--- src/rtl/cic_interpolator.sv ---
// cic_interpolator
//   Interpolate-by-R CIC filter for the transmit path. Low-rate signed samples
//   enter through a valid/ready handshake, one per R clocks. They pass through
//   N comb stages at the input rate, are zero-stuffed, and then go through N
//   integrators at the clock rate. The R^(N-1) gain is removed by slicing, so
//   the DC gain is unity.
// Ports
//   clk, rst_n : clock and asynchronous active-low reset
//   en         : run request; low finishes the current frame, then flushes
//   in_valid   : d_in holds a sample
//   in_ready   : d_in is accepted this cycle when in_valid is also high
//   d_in       : signed input sample (IN_W bits)
//   out_valid  : d_out holds a filter output
//   d_out      : signed full-rate output sample (OUT_W bits)
//   underrun   : one-cycle pulse after a RUN sample slot with no input
//   busy       : high in RUN or FLUSH
module cic_interpolator #(
  parameter int R     = 8,
  parameter int N     = 3,
  parameter int IN_W  = 8,
  parameter int OUT_W = 8
) (
  input  logic                    clk,
  input  logic                    rst_n,
  input  logic                    en,
  input  logic                    in_valid,
  output logic                    in_ready,
  input  logic signed [IN_W-1:0]  d_in,
  output logic                    out_valid,
  output logic signed [OUT_W-1:0] d_out,
  output logic                    underrun,
  output logic                    busy
);

  localparam int LR = (R > 1) ? $clog2(R) : 1;
  localparam int W  = IN_W + (N - 1) * $clog2(R);
  localparam int FW = $clog2(N * R) + 1;
  localparam int VW = $clog2(N + 3);

  typedef enum logic [1:0] {IDLE, RUN, FLUSH} state_t;

  state_t                state_q, state_d;
  logic [LR-1:0]         phase_q, phase_d;
  logic [FW-1:0]         flush_cnt_q, flush_cnt_d;
  logic [VW-1:0]         vcnt_q, vcnt_d;
  logic                  out_valid_q, out_valid_d;
  logic                  underrun_q, underrun_d;
  logic                  slot_q, slot_d;
  logic signed [W-1:0]   dly_q [N];
  logic signed [W-1:0]   dly_d [N];
  logic signed [W-1:0]   comb_out_q, comb_out_d;
  logic signed [W-1:0]   inj_q, inj_d;
  logic signed [W-1:0]   integ_q [N];
  logic signed [W-1:0]   integ_d [N];
  logic signed [OUT_W-1:0] d_out_q, d_out_d;

  logic                  last;
  logic                  accept;
  logic                  comb_step;
  logic                  clear;
  logic signed [W-1:0]   x;
  logic signed [W-1:0]   cv [N+1];

  assign last     = (phase_q == LR'(R - 1));
  assign in_ready = rst_n & en & ((state_q == IDLE) | ((state_q == RUN) & last));
  assign accept   = in_valid & in_ready;
  assign busy     = (state_q != IDLE);
  assign out_valid = out_valid_q;
  assign underrun  = underrun_q;
  assign d_out     = d_out_q;

  always_comb begin
    state_d     = state_q;
    phase_d     = phase_q;
    flush_cnt_d = flush_cnt_q;
    vcnt_d      = vcnt_q;
    underrun_d  = 1'b0;
    comb_step   = 1'b0;
    clear       = 1'b0;
    x           = '0;

    case (state_q)
      IDLE: begin
        if (accept) begin
          state_d   = RUN;
          phase_d   = '0;
          vcnt_d    = '0;
          comb_step = 1'b1;
          x         = W'(d_in);
        end
      end
      RUN: begin
        phase_d = phase_q + 1'b1;
        // Every slot clocks the comb; a missing sample or the frame end feeds zero.
        if (last) begin
          comb_step = 1'b1;
          if (accept) x = W'(d_in);
          if (!en) begin
            state_d     = FLUSH;
            flush_cnt_d = FW'(N * R - 1);
          end else if (!in_valid) begin
            underrun_d = 1'b1;
          end
        end
      end
      FLUSH: begin
        if (flush_cnt_q == '0) begin
          state_d = IDLE;
          phase_d = '0;
          vcnt_d  = '0;
          clear   = 1'b1;
        end else begin
          flush_cnt_d = flush_cnt_q - 1'b1;
          phase_d     = phase_q + 1'b1;
          comb_step   = last;
        end
      end
      default: state_d = IDLE;
    endcase

    // out_valid rises N+2 clocks after the first accept, once the first
    // dependent sample has reached d_out.
    if (state_q != IDLE && state_d != IDLE && vcnt_q != VW'(N + 2))
      vcnt_d = vcnt_q + 1'b1;
    out_valid_d = (state_d != IDLE) && (vcnt_d == VW'(N + 2));

    cv[0] = x;
    for (int unsigned k = 0; k < N; k++)
      cv[k+1] = cv[k] - dly_q[k];
    for (int unsigned k = 0; k < N; k++)
      dly_d[k] = comb_step ? cv[k] : dly_q[k];
    comb_out_d = comb_step ? cv[N] : comb_out_q;
    slot_d     = comb_step;

    // Zero-stuffing: the comb result is injected only in the cycle after a slot.
    inj_d = slot_q ? comb_out_q : '0;

    integ_d[0] = integ_q[0] + inj_q;
    for (int unsigned k = 1; k < N; k++)
      integ_d[k] = integ_q[k] + integ_q[k-1];

    d_out_d = integ_q[N-1][W-1 -: OUT_W];

    if (clear) begin
      for (int unsigned k = 0; k < N; k++) begin
        dly_d[k]   = '0;
        integ_d[k] = '0;
      end
      comb_out_d = '0;
      slot_d     = 1'b0;
      inj_d      = '0;
      d_out_d    = '0;
    end
  end

  always_ff @(posedge clk or negedge rst_n) begin
    if (!rst_n) begin
      state_q     <= IDLE;
      phase_q     <= '0;
      flush_cnt_q <= '0;
      vcnt_q      <= '0;
      out_valid_q <= 1'b0;
      underrun_q  <= 1'b0;
      slot_q      <= 1'b0;
      comb_out_q  <= '0;
      inj_q       <= '0;
      d_out_q     <= '0;
      for (int unsigned k = 0; k < N; k++) begin
        dly_q[k]   <= '0;
        integ_q[k] <= '0;
      end
    end else begin
      state_q     <= state_d;
      phase_q     <= phase_d;
      flush_cnt_q <= flush_cnt_d;
      vcnt_q      <= vcnt_d;
      out_valid_q <= out_valid_d;
      underrun_q  <= underrun_d;
      slot_q      <= slot_d;
      comb_out_q  <= comb_out_d;
      inj_q       <= inj_d;
      d_out_q     <= d_out_d;
      for (int unsigned k = 0; k < N; k++) begin
        dly_q[k]   <= dly_d[k];
        integ_q[k] <= integ_d[k];
      end
    end
  end

endmodule

--- config.mk ---
export PLATFORM = sky130hd
export DESIGN_NAME = cic_interpolator
export DESIGN_NICKNAME = d
export VERILOG_FILES = /design/src/rtl/cic_interpolator.sv
export SDC_FILE = /design/constraint.sdc
export NUM_CORES = 1
export LEC_CHECK = 0
export CORE_MARGIN = 2
export CORE_UTILIZATION = 45
export DETAILED_ROUTE_END_ITERATION = 7
export PLACE_DENSITY_LB_ADDON = 0.2
export SLEW_MARGIN = 10
export SYNTH_ARGS = -nofsm -noshare
export SYNTH_HDL_FRONTEND = slang
export SYNTH_SLANG_ARGS = --single-unit
--- constraint.sdc ---
create_clock -name clk -period 11.45 [get_ports clk]
set_clock_uncertainty 0.2 [all_clocks]
set_input_delay 2.29 -clock clk [delete_from_list [all_inputs] [get_ports clk]]
set_output_delay 2.29 -clock clk [all_outputs]
set_load 0.05 [all_outputs]
Yosys cells after proc, flatten, opt, wreduce, memory -nomap -nowiden. Index checks and enable logic that the tools add are counted.

Memory bits (writable): 0. Output and inout port bits: 12. Word-level logic and storage cells: 91. ROM bits: 0. Bits in latches: 0. Memories: 0. Register bits after elaboration: 137. Input bits: 12.

Add/sub/neg operators: 9. Equality and inequality tests: 9. Div/mod/pow operators: 0. Reduce and logical (&&, ||, !) cells: 12. $lt $le $gt $ge: 0. Shifts and indexed selects: 0. Bitwise gates (word level): 5. Multipliers: 0. Mux-type cells: 40.

Operators with widths (number): $mux 14 (9); $mux 42 (2); $add 14x14->14 (3); $sub 14x14->14 (3); $pmux 14 s2 (1); $mux 6 (3); $mux 3 (5); $pmux 6 s2 (1); $mux 1 (10); $pmux 3 s3 (1); $mux 2 (4); $mux 8 (1); $ne 2x2->1 const B (4); $reduce_bool 2->1 (4); $add 3x1->3 const B (2); $eq 3x3->1 const B (2); $logic_not 6->1 (1); $pmux 2 s3 (1); $pmux 3 s2 (1); $sub 6x1->6 const B (1); $and 1x1->1 (4); $reduce_and 4->1 (1); $logic_and 1x1->1 (3); $ne 3x3->1 const B (1); other kinds (7) (7).

Depth between registers and ports, before layout. Gate-level depths: netlist (run 1).

Depth after elaboration: 13. Depth in mapped cells: 28. Gate-level depth less buffers: 27.

Worst setup path before layout (run 1). No wires, ideal clock.

Path kind: input port to flip-flop. Start: input port rst_n. End: register comb_out_q[12]. Stages on the path: 25. Buffers on the path: 0. Required time: 11.128 ns. Setup slack: 4.521 ns. Library setup time: 0.122 ns. Arrival: 6.607 ns. Cells stage by stage: nand3_1 -> nor2_1 -> nand2_1 -> ha_1 -> inv_1 -> fa_1 -> a21o_1 -> a21oi_1 -> o21ai_0 -> a21oi_1 -> xnor2_1 -> ha_1 -> and3_1 -> a211oi_2 -> nand2_1 -> a21o_1 -> a21oi_1 -> xnor2_1 -> ha_1 -> a21oi_1 -> nand2_1 -> or4_1 -> nand4_1 -> mux2i_1 -> nand2_1.

Cells in the longest elaborated chain, start to end: 11. Elaborated cells between the ends (all ways): 14. Classes of those cells: add/sub: 3; mux: 7; bitwise: 3; reduce/logical: 1.

Ends and longest elaborated chain: start, declared (line 24) `input logic rst_n,`; $and 1x1->1 (*) (2 in series) (line 65) `assign in_ready = rst_n & en & ((state_q == IDLE) | ((state_q == RUN) & last));`; $and 1x1->1 (*) (line 66) `assign accept = in_valid & in_ready;`; $mux 14 (line 84, 97); $mux 14 (line 95) `if (last) begin`; $pmux 14 s2 (line 82) `case (state_q)`; $sub 14x14->14 (3 in series) (line 129) `cv[k+1] = cv[k] - dly_q[k];`; $mux 14 (line 132) `comb_out_d = comb_step ? cv[N] : comb_out_q;`; $mux 14 (line 144) `if (clear) begin`; end signal, assigned (line 180) `comb_out_q <= comb_out_d;`; end, declared (line 51) `logic signed [W-1:0] comb_out_q, comb_out_d;`.

Mark *: on every way between the ends. The rest lies on a longest branch, timed or not. The select of a mux whose other input is x is not followed. A chain may end at the register's enable or synchronous reset.

Worst setup path in the final report (run 1).
Start: input port en. End: register comb_out_q[10].

Cells in the longest elaborated chain, start to end: 11. Elaborated cells between the ends (all ways): 14. Classes of those cells: add/sub: 3; mux: 7; bitwise: 3; reduce/logical: 1.

Ends and longest elaborated chain: start, declared (line 25) `input logic en,`; $and 1x1->1 (*) (2 in series) (line 65); $and 1x1->1 (*) (line 66); $mux 14 (line 84, 97); $mux 14 (line 95); $pmux 14 s2 (line 82); $sub 14x14->14 (3 in series) (line 129); $mux 14 (line 132); $mux 14 (line 144).

Marked as above.

==> flow_summary.toml, run 1 <==
[placement]
dp.cells = 1158
gp_congestion = 0.803
dp_hpwl_mm = 11.6
io_buffer_count = 23

[grt]
antenna_found_initial = 0
grt_pass1_vias = 6236
grt_max_degree = 82
grt_overflow_total = 0
grt_pass1_wl_mm = 28.6
track_usage = 0.176

[floorplan]
dieArea_um2 = 20200
io_pins = 24
start_util = 0.458
row_count = 50
die_w_um = 142
die_h_um = 142
core_area_um2 = 18700

[timing]
final_max_slew_viol_count = 0
rsz0062_at_grt = "no"
tns_ns = 0
hold_ws_ns = 0.302
hold_violations = 0
fmax_mhz = 128
worst_slew_pin_slew_ns = 1.14
final-setup-viol-count = 0
period_share = 0.685
slew_headroom = 0.239
period_minus_slack_ns = 7.84

[synth]
synth_area_leader_cell = "dfrtp_1"
yosys_most_used_dff = "dfrtp_1"
netlist_top_cells_count = "dfrtp_1, nand2_1, ha_1"
synthCells = 924
avgSynthCellArea_um2 = 9.27
ys_seq_elements = 131
synth-async-reset-ratio = 1.00
synthTopCellsByArea = "dfrtp_1, ha_1, a21oi_1, xnor2_1, nand2_1"
synth_cell_types = 76
yosysWarnings = 0
synth.most_common_cell = "dfrtp_1"
synth_edf_count = 0
ys_seq_area_frac = 0.383
syn_nets = 1026
synth_top_area_frac = 0.383
syn-cell-area_um2 = 8570

[layout]
area_delta_synth_final_pct = 11.6
drive_gt1_frac = 0.0711
nets = 1045
fin_cells = 1190
diodes = 0

[cts]
clk_latency_ns = 0.42
cts_sinks = 131
cts-htree-levels = 4
cts_resized = 0
cts_tree = "built"
post_cts_buffers = 0
clock-root-buffer = "clkbuf_16"
cts_buffers = 17
path_clk_slew_ns = 0.06
cts_buffer_depth = 2
hold_buffers = 0

[worst_setup_path]
critPathCaptureType = "register"
critical_path_arrival_ns = 7.88
worst-setup-path-type = "input port to register"
cp.required_ns = 11.49
slowest_delay_ns = 0.56
startpoint = "en"
critPathMaxFanout = 8
critPathMostFrequentCell = "a21oi_1"
r2r-start = "state_q[0]"
crit_path_top_delay_cell = "clkdlybuf4s50_1"
start_kind = "input port"

[hold_path]
hp-class = "register to register"
min_from = "integ_q[13]"

[route]
dr_total_vias = 6274
route.detailed.drc = 0
via_per_inst = 5.27
drt-initial-drc-count = 239
firstDrtPassIters = 4
routedWlPerCell_um = 14.1
totalWireLength_mm = 16.8
ant_nets = 0

[run_status]
status = "completed"

[run]
cap_viol_max_count = 0
[worst max-delay path: cells and delay by family]
kind                       cells  cell delay, ns
adders and majority gates      4            1.06
AOI/OAI and AO/OA              9            1.53
and+or+nand+nor                8            1.85
xor gates and xnor gates       3            0.52
buffers and inverters          2            0.63
[routing by layer]
layer  GRT usage  wire, µm  up-vias  share of wire
met2       0.319      8550       58           0.51
li1            -         -     3262              -
met3      0.0323       339       24          0.020
met4      0.0626       272        0          0.016
met5           0         0        -              0
met1       0.209      7620     2930           0.45
[layout make-up]
class / count / area (µm²)
Fill cell: 1733 / 9140
Multi-Input combinational cell: 699 / 4870
Sequential cell: 131 / 3280
Clock buffer: 20 / 467
Tap cell: 234 / 293
Inverter: 68 / 255
Timing Repair Buffer: 26 / 254
Clock inverter: 12 / 153
[kinds of logic (layout without fill, tap and decap cells)]
logic type      Yosys count  after routing  share of synthesized area
compound gates          233            233                      0.180
xor+xnor                 55             55                     0.0562
fa+ha+maj                90             90                      0.137
buf+inv                  94            126                     0.0505
flops                   131            131                      0.383
mux                       7              7                    0.00818
simple gates            314            314                      0.185
[state kept, by name, indices dropped and copies added, names as in the netlist]
| register | cells |
|---|---|
| comb_out_q | 14 |
| d_out | 8 |
| dly_q | 36 |
| flush_cnt_q | 6 |
| inj_q | 14 |
| integ_q | 42 |
| out_valid | 1 |
| phase_q | 3 |
| slot_q | 1 |
| state_q | 2 |
| underrun | 1 |
| vcnt_q | 3 |
[cell usage in the layout, fill, tap and decap left out, types with 4 or more instances in the layout]
cell and instances:
a31o_2 4, nand4_1 6, nor2_1 77, a31oi_1 4
o21ai_0 51, nor3b_1 4, dfrtp_1 131, nand3b_1 4
a21oi_1 78, or4_1 5, clkdlybuf4s50_1 22, nand3_1 19
fa_1 6, and2_1 22, nor2b_1 12, nand2_1 85
clkbuf_16 17, and3_1 22, ha_1 84, a21boi_1 4
o21a_1 18, clkinvlp_4 4, xnor2_1 38, mux2i_1 7
or3_1 7, a21o_1 23, nand2b_1 12, xor2_1 17
inv_1 68, o21bai_1 4, o31ai_1 5, a41oi_1 4
nor3_1 21
[worst paths after layout]
check / to / slack [ns] / depth (start not counted)
max: comb_out_q[10] / 3.61 / 26
min: d_out[7] / 0.30 / 1
max reg2reg: comb_out_q[10] / 5.24 / 27
min reg2reg: d_out[7] / 0.30 / 1
max in group asynchronous: dly_q[18] / 8.08 / 2
min in group asynchronous: integ_q[1] / 1.64 / 1
[stage by stage]
stage	utilization	setup slack, ns	instance area (µm²)
floorplan	-	4.52	8570
global placement	0.478	3.27	8950
detailed placement	0.478	3.09	8950
CTS	0.511	3.52	9570
global route	0.511	2.88	9570
finish	0.511	3.61	9570
Power of run 1 is left out: the tool's default activity adds up to more than one toggle a clock period on the data nets, which glitch-free logic cannot reach.
==> inputs of run 2 (changes only) <==
==> constraint.sdc (replaced) <==
create_clock -name clk -period 8.09 [get_ports clk]
set_clock_uncertainty 0.2 [all_clocks]
set_input_delay 1.618 -clock clk [delete_from_list [all_inputs] [get_ports clk]]
set_output_delay 1.618 -clock clk [all_outputs]
set_load 0.05 [all_outputs]
==> run 2 against run 1 <==
Net effect: register-to-register slack worse by 3.4 ns; cell count is 0.17% higher; routed wire length is 1.6% higher; design area is 0.27% higher; clock-buffer cell count is 4 higher; via count is 1.6% higher; sequential cell count stayed put; die area stayed put; worst setup slack worse by 2.6 ns; first-iteration DRC count is 9.6% higher; critical path type unchanged; highest routed layer unchanged.
==> flow_summary.toml, run 2 (synthesis results as in run 1) <==
[run_status]
status = "completed"

[timing]
tns_ns = 0
period_share = 0.881
fmax_mhz = 140
hold_violations = 0
period_minus_slack_ns = 7.12
slew_headroom = 0.409
worst_slew_pin_slew_ns = 0.887
rsz0062_at_grt = "no"
final_max_slew_viol_count = 0
final-setup-viol-count = 0

[hold_path]
hp-class = "register to register"
worstHoldEndpoint = "comb_out_q[6]"
hold_path_depth = 2
min_from = "comb_out_q[6]"

[grt]
track_usage = 0.183
grt_max_degree = 70
antenna_found_initial = 0
grt_pass1_vias = 6379
grt_overflow_total = 0
grt_pass1_wl_mm = 29.7

[worst_setup_path]
reg2reg_setup_slack_ns = 1.89
r2r-start = "state_q[0]"
critPathCaptureType = "register"
crit-reg2reg-capture = "comb_out_q[12]"
slowest_delay_ns = 0.56
cp.required_ns = 8.18
critPathMaxFanout = 8
worst-setup-path-type = "input port to register"
critical_path_arrival_ns = 7.22
r2r_cells = 27
crit_path_top_delay_cell = "clkdlybuf4s50_1"
start_kind = "input port"

[floorplan]
start_util = 0.458
core_area_um2 = 18700
die_w_um = 142
dieArea_um2 = 20200
io_pins = 24
die_h_um = 142
row_count = 50

[layout]
drive_gt1_frac = 0.0689
nFillCells = 1727
area_delta_synth_final_pct = 11.9
register_area_um2 = 3280
largest_registers = "integ_q (42), dly_q (36)"
largest_reg_flops = 42
regMostFlops = "integ_q"
nets = 1047
multi_input_area_um2 = 4870
final_util = 0.513
layout_common_cells = "dfrtp_1, nand2_1, ha_1, a21oi_1, nor2_1"
diodes = 0
final_common_cell = "dfrtp_1"

[route]
ant_nets = 0
totalWireLength_mm = 17.0
dr_total_vias = 6372
routedWlPerCell_um = 14.3
route.detailed.drc = 0
via_per_inst = 5.35
firstDrtPassIters = 7
drt-initial-drc-count = 262

[cts]
cts_buffer_depth = 2
path_clk_slew_ns = 0.05
cts_tree = "built"
cts_buffers = 17
clk_latency_ns = 0.41
clock-root-buffer = "clkbuf_16"
cts-htree-levels = 4
cts_sinks = 131
post_cts_buffers = 0
hold_buffers = 0
cts_resized = 0

[run]
cap_viol_max_count = 0

[placement]
io_buffer_count = 23
dp_hpwl_mm = 11.9
gp_congestion = 0.798
run 2: per-layer routing:
metal  vias to the layer above  wire (µm)  GRT usage
li1                       3261          -          -
met1                      3043       7730      0.209
met2                        52       8850      0.346
met3                        16        312     0.0424
met4                         0        155     0.0379
met5                         -          0          0
run 2: worst max path at each step:
stage           from              to  slack, ns  cells past startpoint
3_3_place_gp      en  comb_out_q[12]       0.62                     26
3_5_place_dp      en  comb_out_q[12]       0.45                     26
5_1_grt           en  comb_out_q[12]       0.34                     26
6_report          en  comb_out_q[12]       0.97                     26
2_1_floorplan  rst_n  comb_out_q[12]       1.83                     25
4_1_cts           en  comb_out_q[12]       0.88                     26
run 2: critical path: cells and delay by family:
| kind | cells | cell delay [ns] |
|---|---|---|
| compound gates | 8 | 1.44 |
| xor+xnor | 2 | 0.37 |
| fa+ha+maj | 4 | 1.07 |
| buf+inv | 2 | 0.63 |
| mux | 1 | 0.18 |
| simple gates | 9 | 1.92 |
run 2: stage by stage:
| step | cells | setup WS, ns | hold WS, ns | cell area, µm² |
|---|---|---|---|---|
| after floorplan | 924 | 1.83 | 0.260 | 8570 |
| after global routing | 1192 | 0.344 | 0.318 | 9590 |
| final | 1192 | 0.967 | 0.291 | 9590 |
| after global placement | 1160 | 0.623 | 0.279 | 8960 |
| after detailed placement | 1160 | 0.453 | 0.282 | 8960 |
| after CTS | 1192 | 0.878 | 0.296 | 9590 |
run 2: layout make-up:
type	count	share of cell area
multi-input combinational	699	0.507
sequential	131	0.342
clock buffer	24	0.0502
tap	234	0.0305
timing repair buffer	28	0.0280
inverter	68	0.0266
clock inverter	8	0.0155
Power of run 2 is left out for the same reason.
